===== src/rtl/fetch_pkg.sv =====
// Shared types and constants for the instruction fetch sequencer.
// State encodings are plain 2-bit constants so older code can compare against them directly.
package fetch_pkg;

  localparam int ADRS_W_DEF  = 8;
  localparam int INSTR_W_DEF = 16;

  localparam logic [7:0] ADRS_RST = 8'h00;

  typedef logic [1:0] state_t;

  localparam state_t S_IDLE  = 2'd0;
  localparam state_t S_FETCH = 2'd1;
  localparam state_t S_ISSUE = 2'd2;

endpackage


===== src/rtl/fetch_seq.sv =====
// Instruction fetch sequencer: reads imem at the current PC, hands the word to decode,
// and advances the PC by +1 or redirects it on a branch.
//
// state   | meaning
// S_IDLE  | one cycle after reset, no request
// S_FETCH | requesting imem at pc_adrs until rdy (unless halted)
// S_ISSUE | instr held for decode until ack
module fetch_seq
  import fetch_pkg::*;
#(
  parameter int ADRS_W  = ADRS_W_DEF,
  parameter int INSTR_W = INSTR_W_DEF
) (
  input  logic               clk,
  input  logic               rst,
  input  logic [ADRS_W-1:0]  pc_adrs,
  output logic [ADRS_W-1:0]  nxt_adrs,
  output logic               en_pc,
  output logic               imem_req,
  output logic [ADRS_W-1:0]  imem_adrs,
  input  logic               imem_rdy,
  input  logic [INSTR_W-1:0] imem_data,
  output logic [INSTR_W-1:0] instr,
  output logic               instr_vld,
  input  logic               instr_ack,
  input  logic               br_take,
  input  logic [ADRS_W-1:0]  br_target,
  input  logic               halt
);

  state_t state;
  logic   br_go;
  logic   fetch_done;

  // Branches are ignored in S_IDLE and while reset is asserted.
  assign br_go      = ~rst & br_take & (state != S_IDLE);
  assign imem_req   = ~rst & (state == S_FETCH) & ~halt & ~br_take;
  assign fetch_done = imem_req & imem_rdy;
  assign en_pc      = br_go | fetch_done;
  assign imem_adrs  = pc_adrs;

  always_comb begin
    nxt_adrs = pc_adrs;
    if (br_go)
      nxt_adrs = br_target;
    else if (fetch_done)
      nxt_adrs = pc_adrs + ADRS_W'(1);
  end

  always_ff @(posedge clk) begin
    if (rst) begin
      state     <= S_IDLE;
      instr     <= '0;
      instr_vld <= 1'b0;
    end else begin
      case (state)
        S_IDLE: state <= S_FETCH;
        S_FETCH: begin
          if (fetch_done) begin
            instr     <= imem_data;
            instr_vld <= 1'b1;
            state     <= S_ISSUE;
          end
        end
        S_ISSUE: begin
          if (br_go || instr_ack) begin
            instr_vld <= 1'b0;
            state     <= S_FETCH;
          end
        end
        default: begin
          instr_vld <= 1'b0;
          state     <= S_IDLE;
        end
      endcase
    end
  end

endmodule


===== config.mk =====
export PLATFORM = sky130hd
export DESIGN_NAME = fetch_seq
export DESIGN_NICKNAME = d
export VERILOG_FILES = /design/src/rtl/fetch_pkg.sv /design/src/rtl/fetch_seq.sv
export SDC_FILE = /design/constraint.sdc
export NUM_CORES = 1
export LEC_CHECK = 0
export ABC_AREA = 1
export CORE_ASPECT_RATIO = 1.25
export CORE_MARGIN = 2
export CORE_UTILIZATION = 39
export CTS_CLUSTER_SIZE = 16
export DETAILED_ROUTE_END_ITERATION = 6
export GPL_TIMING_DRIVEN = 0
export PLACE_DENSITY = 0.85
export SKIP_CTS_REPAIR_TIMING = 1
export SLEW_MARGIN = 0
export SYNTH_ARGS = -nofsm -noshare
export SYNTH_HDL_FRONTEND = slang
export SYNTH_SLANG_ARGS = --single-unit
export TNS_END_PERCENT = 50

===== constraint.sdc =====
create_clock -name clk -period 1.9 [get_ports clk]
set_input_delay 0.285 -clock clk [delete_from_list [all_inputs] [get_ports clk]]
set_output_delay 0.285 -clock clk [all_outputs]
set_load 0.05 [all_outputs]

==> results of run 1 <==
## sequential cells by signal (all words and copies together), names as in the netlist
signal / flops
instr: 16
instr_vld: 1
state: 2
## worst max-delay path: cells and delay by family (launching register included)
kind          cells  cell delay, ns
buf+inv           3            0.37
flops             1            0.35
simple gates      7            0.55
## through the flow
| step | setup TNS [ns] | cell area [µm²] | total power [W] |
|---|---|---|---|
| after global placement | -8.46 | 1890 | 0.000757 |
| after floorplan | 0 | 1120 | 0.000604 |
| final | 0 | 2000 | 0.000953 |
| after global routing | -0.0721 | 2000 | 0.00101 |
| after detailed placement | -8.58 | 1890 | 0.000759 |
| after CTS | -8.65 | 1910 | 0.000957 |
## power groups by stage
stage	clock network [W]	registers (W)	logic, W
6_report	0.000196	0.000408	0.000350
5_1_grt	0.000225	0.000409	0.000373
4_1_cts	0.000205	0.000408	0.000344
3_3_place_gp	0	0.000417	0.000340
2_1_floorplan	0	0.000431	0.000173
3_5_place_dp	0	0.000417	0.000342
## logic make-up after synthesis
logic type	share of synthesized area, %
and+or+nand+nor	39.0
buffers and inverters	13.5
AOI/OAI and AO/OA	10.1
DFF	34.0
xor gates and xnor gates	2.35
adders and majority gates	1.12
## worst min-delay path by stage
stage	cells past startpoint	to
after floorplan	2	instr[0]
after global placement	2	instr_vld
after detailed placement	2	instr[2]
after CTS	2	instr[9]
after global routing	2	instr[1]
final	2	instr[2]
## routing by layer
metal | track usage [%] | up-vias | part of all wire [%] | wire length [µm]
li1 | - | 702 | - | -
met1 | 18.4 | 582 | 39 | 1220
met2 | 34.8 | 59 | 51 | 1600
met3 | 4.91 | 4 | 8.4 | 265
met4 | 8.88 | 0 | 1.6 | 51
met5 | 0 | - | 0 | 0
## cell type report
| type | instances | area, µm² | area share [%] |
|---|---|---|---|
| Buffer | 15 | 113 | 5.64 |
| Clock buffer | 3 | 22.5 | 1.13 |
| Sequential cell | 19 | 383 | 19.2 |
| Inverter | 12 | 48.8 | 2.44 |
| Timing Repair Buffer | 79 | 783 | 39.2 |
| Tap cell | 34 | 42.5 | 2.13 |
| Clock inverter | 1 | 5.00 | 0.250 |
| Multi-Input combinational cell | 127 | 601 | 30.1 |
## synthesized netlist by cell type, types with 2 or more instances
| master | instances |
|---|---|
| buf_6 | 2 |
| nand3_1 | 12 |
| buf_2 | 4 |
| xnor2_1 | 3 |
| a21oi_1 | 19 |
| buf_4 | 8 |
| nand2_1 | 77 |
| nor2_4 | 2 |
| dfxtp_1 | 19 |
| o21ai_0 | 2 |
| inv_1 | 11 |
| nor2_1 | 6 |
==> run summary, run 1 <==
status: complete, no violations
net switching power: 0.000316 W
synthesized flop and latch total: 19
fmax: 546 MHz
clk_skew: 0.00134 ns
hold slack: 0.469 ns
Worst path max stage delay: 0.35 ns
total congestion overflow: 0
combinational power share: 36.7%
Worst Hold Launch: instr[2]
layout filler cell count: 233
dpl cells: 279
Worst-Skew Late Latency: 0.29 ns
number of routed nets with antenna violations: 0
die height: 63.9 µm
final core utilization: 73.8%
Ports: 73
Critical Path Start: state[0]
core area: 2710 µm²
diode count: 0
Most used DFF post-synth: dfxtp_1
H-tree depth: 1
DRT Pass-1 Iters: 4
maximum fanout along the worst path: 3
CP max-delay cell: dfxtp_2
Tmin final: 1.83 ns
sink count of the clock tree: 19
Hold Vio Cnt, Final: 0
Sequential Power Share: 42.8%
FF-to-FF setup slack: 0.58 ns
most frequent cells in the layout: nand2_1, clkdlybuf4s50_1, buf_4, a21oi_1, dfxtp_1
Yosys top cell area share: 34.0%
clk buf depth: 2
Clock Tree Root: clkbuf_4
WL final: 3140 µm
number of flops mapped to enable cells by yosys: 0
Worst Slack Setup Final: 0.0671 ns
Worst Hold Class: reg -> reg
cell area after synthesis: 1120 µm²
Final #Nets: 296
Iter 0 DRT Violations: 24
worst slack at placement: -0.852 ns
Clock transition at path regs: 0.10 ns
static leakage: 0.955 nW
critical path required time: 1.62 ns
initial antenna violation count: 0
cell chain of the critical path: inv_2, nor2_4, nand3_2, nor2_4, buf_4, nand2_1, nand2_1, nand2_1, nand2_1, buf_4
critical setup path kind: reg -> out
total CTS buffers: 3
CP endpoint kind: primary output
reg2reg path depth: 9
GRT Total Usage: 18.7%
Cells after Synth: 173
Initial Utilization: 41.4%
Pint: 0.000637 W
most used cell, CP: nand2_1
worst r2r dst: instr[5]
layout cells sized above 1: 18.4%
Seq/Total Area, Yosys: 34.0%
WL/cell: 10.8 µm
RD Place Congestion: 0.798
commonest non-fill, non-tap cell in the layout: nand2_1
Synth Warn #: 0
mean number of vias per cell: 4.64
# port buffers: 72
# DRC: 0
Max VDD drop: 0.264 mV
non-filler cells, final: 290
top cells by area, synth: dfxtp_1, nand2_1, a21oi_1
die area: 3320 µm²
Post-Synthesis Net Count: 212
Least-Margin Pin Slew: 0.522 ns
max-slew violation count: 0
Rel. slew slack: 65.2%
Max Cap Viol: 0
Worst Path Arrival: 1.55 ns
vias: 1347
Clk pwr share: 20.5%
largest area contributor in the netlist: dfxtp_1
pwr dens: 477 nW/µm²
Final period util: 96.5%
HPWL after DPL: 2370 µm
Yosys cell types: 20
Setup Viol. Count Final: 0
first-pass GRT wire length: 4760 µm
startpoint types: flop
area grow syn2layout: 78.4%
num rows: 21
RR Startpoint: state[0]
switching part of the total: 33.2%
largest net degree at the start of global routing: 12
Synth Area per Inst: 6.47 µm²
TritonCTS clock tree: yes
Die Span X: 51.9 µm
number of global-route vias before repair: 1230
crit path to: nxt_adrs[4]
Synth async-reset ratio: 0%
Power figures use the tool's default switching activity.
==> run 2: changes to the inputs <==
--- a/config.mk
+++ b/config.mk
@@ -9,7 +9,6 @@
 export CORE_ASPECT_RATIO = 1.25
 export CORE_MARGIN = 2
 export CORE_UTILIZATION = 39
-export CTS_CLUSTER_SIZE = 16
 export DETAILED_ROUTE_END_ITERATION = 6
 export GPL_TIMING_DRIVEN = 0
 export PLACE_DENSITY = 0.85
==> results of run 2 <==
The final DEF is identical to that of run 1; final timing and power are the same.
